File: src/rtl/score_bcd_counter_pkg.sv
// Shared types and constants for the serial BCD score counter.
package score_bcd_counter_pkg;

  localparam int          NUM_DIGITS    = 4;
  localparam logic [3:0]  BCD_MAX_DIGIT = 4'd9;
  localparam logic        OP_ADD        = 1'b0;
  localparam logic        OP_SUB        = 1'b1;

  typedef enum logic [1:0] {
    ST_IDLE   = 2'd0,
    ST_CALC   = 2'd1,
    ST_COMMIT = 2'd2
  } state_e;

endpackage

File: src/rtl/score_bcd_counter_bcd_digit_step.sv
// One BCD digit add/subtract step with a 0..9 carry/borrow in and a 1-bit carry/borrow out.
module bcd_digit_step
  import score_bcd_counter_pkg::*;
(
  input  logic [3:0] digit_i,
  input  logic [3:0] cin_i,
  input  logic       op_i,
  output logic [3:0] digit_o,
  output logic       cout_o
);

  logic [4:0] sum;

  always_comb begin
    sum     = {1'b0, digit_i} + {1'b0, cin_i};
    digit_o = digit_i;
    cout_o  = 1'b0;
    if (op_i == OP_ADD) begin
      if (sum > 5'd9) begin
        digit_o = 4'(sum - 5'd10);
        cout_o  = 1'b1;
      end else begin
        digit_o = sum[3:0];
      end
    end else begin
      // Modulo-16 arithmetic is exact here: the true result is always 0..9.
      if (digit_i < cin_i) begin
        digit_o = digit_i + 4'd10 - cin_i;
        cout_o  = 1'b1;
      end else begin
        digit_o = digit_i - cin_i;
      end
    end
  end

endmodule

File: src/rtl/score_bcd_counter.sv
// Four-digit BCD score register, updated serially one digit per cycle.
// Define SCORE_WRAP_EN to wrap modulo 10000 instead of saturating.
module score_bcd_counter
  import score_bcd_counter_pkg::*;
#(
  parameter logic [15:0] RESET_SCORE = 16'h0000,
  parameter int          MAX_STEP    = 9
) (
  input  logic       clk,
  input  logic       rst_n,
  input  logic       clr,
  input  logic       cmd_valid,
  output logic       cmd_ready,
  input  logic       cmd_op,
  input  logic [3:0] cmd_val,
  output logic [3:0] digit_1,
  output logic [3:0] digit_2,
  output logic [3:0] digit_3,
  output logic [3:0] digit_4,
  output logic       sat
);

  localparam int IDX_W = $clog2(NUM_DIGITS);

  state_e                           state_q, state_d;
  logic                             op_q, op_d;
  logic [NUM_DIGITS-1:0][3:0]       work_q, work_d;
  logic [NUM_DIGITS-1:0][3:0]       digits_q, digits_d;
  logic [3:0]                       carry_q, carry_d;
  logic [IDX_W-1:0]                 idx_q, idx_d;
  logic                             sat_q, sat_d;

  logic [3:0] step_val;
  logic [3:0] step_digit;
  logic       step_cout;

  assign step_val = (cmd_val > 4'(MAX_STEP)) ? 4'(MAX_STEP) : cmd_val;

  bcd_digit_step u_step (
    .digit_i (work_q[idx_q]),
    .cin_i   (carry_q),
    .op_i    (op_q),
    .digit_o (step_digit),
    .cout_o  (step_cout)
  );

  always_comb begin
    state_d   = state_q;
    op_d      = op_q;
    work_d    = work_q;
    digits_d  = digits_q;
    carry_d   = carry_q;
    idx_d     = idx_q;
    sat_d     = 1'b0;
    cmd_ready = (state_q == ST_IDLE) && !clr;

    case (state_q)
      ST_IDLE: begin
        if (cmd_valid && cmd_ready) begin
          op_d    = cmd_op;
          work_d  = digits_q;
          carry_d = step_val;
          idx_d   = '0;
          state_d = ST_CALC;
        end
      end
      ST_CALC: begin
        work_d[idx_q] = step_digit;
        carry_d       = {3'b000, step_cout};
        idx_d         = idx_q + 1'b1;
        if (idx_q == IDX_W'(NUM_DIGITS - 1)) state_d = ST_COMMIT;
      end
      ST_COMMIT: begin
        sat_d   = (carry_q != 4'd0);
        state_d = ST_IDLE;
`ifdef SCORE_WRAP_EN
        digits_d = work_q;
`else
        if (carry_q != 4'd0) begin
          digits_d = (op_q == OP_ADD) ? {NUM_DIGITS{BCD_MAX_DIGIT}} : '0;
        end else begin
          digits_d = work_q;
        end
`endif
      end
      default: state_d = ST_IDLE;
    endcase

    // Clear discards any in-flight command; the display never sees work.
    if (clr) begin
      digits_d = RESET_SCORE;
      state_d  = ST_IDLE;
      sat_d    = 1'b0;
    end
  end

  always_ff @(posedge clk) begin
    if (!rst_n) begin
      state_q  <= ST_IDLE;
      op_q     <= OP_ADD;
      work_q   <= '0;
      digits_q <= RESET_SCORE;
      carry_q  <= '0;
      idx_q    <= '0;
      sat_q    <= 1'b0;
    end else begin
      state_q  <= state_d;
      op_q     <= op_d;
      work_q   <= work_d;
      digits_q <= digits_d;
      carry_q  <= carry_d;
      idx_q    <= idx_d;
      sat_q    <= sat_d;
    end
  end

  assign digit_1 = digits_q[3];
  assign digit_2 = digits_q[2];
  assign digit_3 = digits_q[1];
  assign digit_4 = digits_q[0];
  assign sat     = sat_q;

endmodule

File: config.mk
export PLATFORM = sky130hd
export DESIGN_NAME = score_bcd_counter
export DESIGN_NICKNAME = d
export VERILOG_FILES = /design/src/rtl/score_bcd_counter_pkg.sv /design/src/rtl/score_bcd_counter_bcd_digit_step.sv /design/src/rtl/score_bcd_counter.sv
export SDC_FILE = /design/constraint.sdc
export NUM_CORES = 1
export LEC_CHECK = 0
export ABC_AREA = 0
export CORE_MARGIN = 2
export CORE_UTILIZATION = 55
export DETAILED_ROUTE_END_ITERATION = 16
export DONT_BUFFER_PORTS = 1
export PLACE_DENSITY = 0.78
export SLEW_MARGIN = 0
export SYNTH_ARGS = -nofsm -noshare
export SYNTH_HDL_FRONTEND = slang
export SYNTH_SLANG_ARGS = --single-unit
export TNS_END_PERCENT = 100
File: constraint.sdc
create_clock -name clk -period 6 [get_ports clk]
set_clock_uncertainty 0.15 [all_clocks]
set_input_delay 0.6 -clock clk [delete_from_list [all_inputs] [get_ports clk]]
set_output_delay 0.6 -clock clk [all_outputs]
set_load 0.01 [all_outputs]
==> impl_metrics.ini, run 1 <==
[sta]
period_share_pct = 56.9
timing.slew.headroom_pct = 23.4
whs_ps = 260
tns_ps = 0
setup_viol = 0
final_hold_viol_count = 0
rsz0062_at_grt = false
maxSlewViolCount = 0
fin_crit_ps = 3410
fmax_mhz = 293
worst_pin_slew_ps = 1150

[detailed_routing]
dr_total_vias = 2150
routed_wl_um = 5830
vias_per_cell = 6.20
firstDrtPassIters = 6
wl_per_cell_um = 16.8
drtIter0Drc = 183
drc = 0
postRouteAntennaNets = 0

[synth]
synth_cells = 304
syn_area_um2 = 2500
yosysWarnings = 0
avgSynthCellArea_um2 = 8.24
synth.most_common_cell = nand2_1
synth_edf_count = 0
yosysSeqAreaShare_pct = 33.6
netlist_top_cells_area = dfxtp_1 34%, ha_1 7.5%, nand2_1 6.7%, a21oi_1 4.6%, o21ai_0 4.4%
syn_nets = 332
ys_ff_latch = 42
synth_top_area_share_pct = 33.6
synthFlopType = dfxtp_1
yosysTopAreaCell = dfxtp_1
async_flop_share_pct = 0
ys_types = 47
synth_common_cells = 45 x nand2_1, 42 x dfxtp_1, 23 x a21oi_1, 22 x o21ai_0, 18 x nand3_1

[clock_network]
htreeDepth = 2
cts_buffers = 5
root_buffer = clkbuf_8
cts_tree = built
ctsHoldBuffers = 0
clk_pin_slew_ps = 80
post_cts_resized = 0
clk_latency_ps = 300
clock-sinks = 42
post_cts_buffers = 0
cts.path.max_buffers = 2

[power]
power_density_nw_per_um2 = 229
ir_drop_v = 0.000133
p_leak_nw = 0.892

[placed_design]
gp_congestion = 0.891
hpwl_um = 4360
dp_cells = 339
port_buffers = 0

[global_routing]
grt_usage_pct = 25.1
grt_pass1_vias = 1966
grt_first_pass_wirelength_um = 9960
grt_max_degree = 29
gr-total-overflow = 0
grt_antenna_before_repair = 0

[critical_path]
r2r_slack_ps = 2590
worstPathRequired_ps = 6070
crit_type = reg2reg
crit_path_start_kind = flip-flop
worstPathMaxFanout = 9
endpoint_kind = flip-flop
critical_path_arrival_ps = 3480

[cells_and_area]
final_cells = 347
antenna_cells = 0
fill_cells = 401
final_util_pct = 59.8
drive_gt1_share_pct = 7.12
area_delta_synth_final_pct = 4.65
num-nets-final = 322

[min_path]
min_path_type = in2reg

[floorplanning]
die_area_um2 = 5110
coreArea_um2 = 4380
initial_core_util_pct = 57.1
die_w_um = 71.5
rows = 24
pin_count = 27
die_h_um = 71.5

[run]
drv_cap = 0

[outcome]
outcome = finished clean
kinds of logic (layout without fill, tap and decap cells):
kind of cell / after synthesis / after routing / synth area share [%]
and+or+nand+nor: 110 / 110 / 21.7
muxes: 7 / 7 / 4.80
adders and majority gates: 19 / 19 / 10.7
xor gates and xnor gates: 3 / 3 / 1.05
AOI/OAI and AO/OA: 87 / 87 / 22.7
buffers and inverters: 36 / 27 / 5.44
DFF: 42 / 42 / 33.6
final timing paths:
check / to / cells after the start / from
worst max-delay path: work_q[13]$_SDFFE_PN0P_ / 10 / idx_q[0]$_SDFFE_PN0P_
worst min-delay path: work_q[15]$_SDFFE_PN0P_ / 2 / rst_n
worst max register to register: work_q[13]$_SDFFE_PN0P_ / 10 / idx_q[0]$_SDFFE_PN0P_
worst min register to register: digit_4[2]$_SDFFE_PP0N_ / 2 / work_q[2]$_SDFFE_PN0P_
metrics by stage:
stage / cell area, um^2 / setup slack [ps] / total power, mW
after global placement: 2510 / 2720 / 0.384
after floorplan: 2500 / 2740 / 0.367
after CTS: 2620 / 2590 / 0.604
after global routing: 2620 / 2370 / 0.631
after detailed placement: 2510 / 2610 / 0.387
final: 2620 / 2590 / 0.601
power breakdown:
part	total [mW]	internal, mW	switching [mW]
sequential	0.291	0.284	0.00734
clock	0.220	0.122	0.0976
combinational	0.0901	0.0359	0.0541
total	0.601	0.442	0.159
flip-flops by register name, indices dropped and copies added (netlist names):
signal / count
digit_3: 4
work_q: 16
state_q: 2
idx_q: 2
digit_1: 4
digit_4: 4
sat: 1
carry_q: 4
digit_2: 4
op_q: 1
metal layers:
metal	vias up	routed length [um]	global-route usage, %
met4	0	179	11.1
met2	86	2640	36.3
met5	-	0	0
li1	1049	-	-
met1	998	2620	36.1
met3	17	386	5.34
final cells by class:
cell class / instances / area (um^2) / area share (%)
sequential: 42 / 841 / 32.1
clock buffer: 5 / 68.8 / 2.63
clock inverter: 3 / 40.0 / 1.53
multi-input combinational: 226 / 1530 / 58.3
tap: 52 / 65.1 / 2.48
inverter: 17 / 63.8 / 2.43
timing repair buffer: 2 / 15.0 / 0.573
cell usage in the layout (no fill, tap or decap), types with 3 or more instances in the layout:
cell and count:
nor4_1 3, a22o_1 3, dfxtp_1 42, o21ai_1 3, fa_1 4, nand3_1 18, inv_1 17, o211ai_1 8
mux4_2 4, nand2b_1 7, a21oi_1 23, clkbuf_8 5, nor2_1 7, nor3_1 3, mux2i_1 3, a21boi_0 5
nand2_1 45, ha_1 15, a21o_1 5, o21ai_0 22, nand3b_1 3, nor2b_1 12
worst max-delay path, stage by stage, from the launching register on:
cell	delay, ps
dfxtp_1	590
mux4_2	580
ha_1	200
inv_1	70
fa_1	460
ha_1	230
a22o_1	240
and3_1	160
a311oi_2	270
nand3_2	150
a211oi_2	220
(Power assumes the default switching activity.)
==> run 2, diff against run 1 <==
==> constraint.sdc (replaced) <==
create_clock -name clk -period 3.3 [get_ports clk]
set_clock_uncertainty 0.15 [all_clocks]
set_input_delay 0.33 -clock clk [delete_from_list [all_inputs] [get_ports clk]]
set_output_delay 0.33 -clock clk [all_outputs]
set_load 0.01 [all_outputs]
==> impl_metrics.ini, run 2 (synthesis results as in run 1) <==
[floorplanning]
die_w_um = 71.5
initial_core_util_pct = 57.1
pin_count = 27
die_area_um2 = 5110
rows = 24
coreArea_um2 = 4380
die_h_um = 71.5

[power]
power_density_nw_per_um2 = 393
p_leak_nw = 0.911
ir_drop_v = 0.000285
total_power_mw = 1.04

[critical_path]
cpPeakStageDelay_ps = 520
crit_slowest_cell = mux4_2
crit_path_frequent_cell = ha_1
r2r_start = idx_q[0]$_SDFFE_PN0P_
path_cells = mux4_2 -> ha_1 -> inv_1 -> fa_1 -> ha_1 -> a22o_1 -> o21ai_2 -> mux2i_2 -> o21ai_0
crit_type = reg2reg
crit_path_start_kind = flip-flop
cp-startpoint = idx_q[0]$_SDFFE_PN0P_
endpoint_kind = flip-flop
worstPathMaxFanout = 5
r2r_end = work_q[6]$_SDFFE_PN0P_
endpoint = work_q[6]$_SDFFE_PN0P_
critical_path_arrival_ps = 3170
r2r_slack_ps = 150
worstPathRequired_ps = 3320
reg2reg_depth = 9

[sta]
maxSlewViolCount = 0
fin_crit_ps = 3150
tns_ps = 0
timing.slew.headroom_pct = 50.1
final_hold_viol_count = 0
fmax_mhz = 317
period_share_pct = 95.5
worst_pin_slew_ps = 748
rsz0062_at_grt = false
setup_viol = 0
setup_slack_ps = 150

[global_routing]
grt_max_degree = 29
grt_pass1_vias = 2092
grt_first_pass_wirelength_um = 10300
gr-total-overflow = 0
grt_usage_pct = 25.6
grt_antenna_before_repair = 0

[detailed_routing]
wl_per_cell_um = 17.5
drc = 0
drtIter0Drc = 234
vias_per_cell = 6.20
dr_total_vias = 2183
postRouteAntennaNets = 0
routed_wl_um = 6160
firstDrtPassIters = 5

[clock_network]
clk_pin_slew_ps = 80
post_cts_buffers = 0
clk_latency_ps = 300
clock-sinks = 42
cts_tree = built
root_buffer = clkbuf_8
cts_buffers = 5
cts.path.max_buffers = 2
htreeDepth = 2

[cells_and_area]
layout_commonest_cell = nand2_1
layout_common_cells = 45 x nand2_1, 41 x dfxtp_1, 23 x a21oi_1, 22 x o21ai_0, 18 x nand3_1
drive_gt1_share_pct = 9.00
final_util_pct = 60.5
regMostFlops = work_q
largest_reg_flops = 16
area_delta_synth_final_pct = 5.89
antenna_cells = 0
num-nets-final = 327
fill_cells = 383

[placed_design]
hpwl_um = 4420
gp_congestion = 0.908
place_ws_ps = 42.8
port_buffers = 0

[run]
drv_cap = 0

[min_path]
min_path_type = in2reg

[outcome]
outcome = finished clean
## run 2: final cells by class
cell class / count / area [um^2] / area share (%)
Multi-Input combinational cell: 226 / 1540 / 57.9
Sequential cell: 42 / 842 / 31.7
Clock buffer: 7 / 86.3 / 3.25
Tap cell: 52 / 65.1 / 2.45
Inverter: 17 / 63.8 / 2.41
Timing Repair Buffer: 7 / 55.1 / 2.08
Clock inverter: 1 / 5.00 / 0.189
## run 2: worst max-delay path: cells and delay by family, from the launching register on
family	cells	cell delay, ps
mux	2	910
compound gates	3	610
buf+inv	1	60
fa+ha+maj	3	920
flops	1	380
## run 2: worst min path at each step
stage	startpoint	end	slack, ps	depth (start not counted)
after floorplan	work_q[13]$_SDFFE_PN0P_	digit_1[1]$_SDFFE_PP0N_	300	2
after global placement	rst_n	work_q[15]$_SDFFE_PN0P_	300	2
after detailed placement	rst_n	idx_q[0]$_SDFFE_PN0P_	310	1
after CTS	rst_n	work_q[15]$_SDFFE_PN0P_	2	2
after global routing	rst_n	idx_q[0]$_SDFFE_PN0P_	3	1
final	rst_n	work_q[10]$_SDFFE_PN0P_	4	2
## run 2: metal layers
metal	up-vias	global-route usage, %	part of all wire (%)
met5	-	0	0
met4	0	7.13	1.0
met3	11	6.19	6.6
met2	91	39.8	46
met1	1027	35.6	46
li1	1054	-	-
## run 2: timing repair
action,in CTS,in global routing
hold buffers,0,1
setup endpoints to repair,0,7
hold endpoints to repair,0,1
gates resized for setup,0,3
## run 2: stage by stage
step           std cells  instance area (um^2)  hold WS, ps
4_1_cts              351                  2630         1.95
5_1_grt              352                  2650         2.92
3_3_place_gp         343                  2540          299
6_report             352                  2650         4.24
3_5_place_dp         343                  2540          308
2_1_floorplan        304                  2500          305
## run 2: where the power goes
group	internal [mW]	switching (mW)	leakage, nW
combinational	0.0689	0.105	0.523
clock	0.169	0.171	0.0482
sequential	0.516	0.0128	0.340
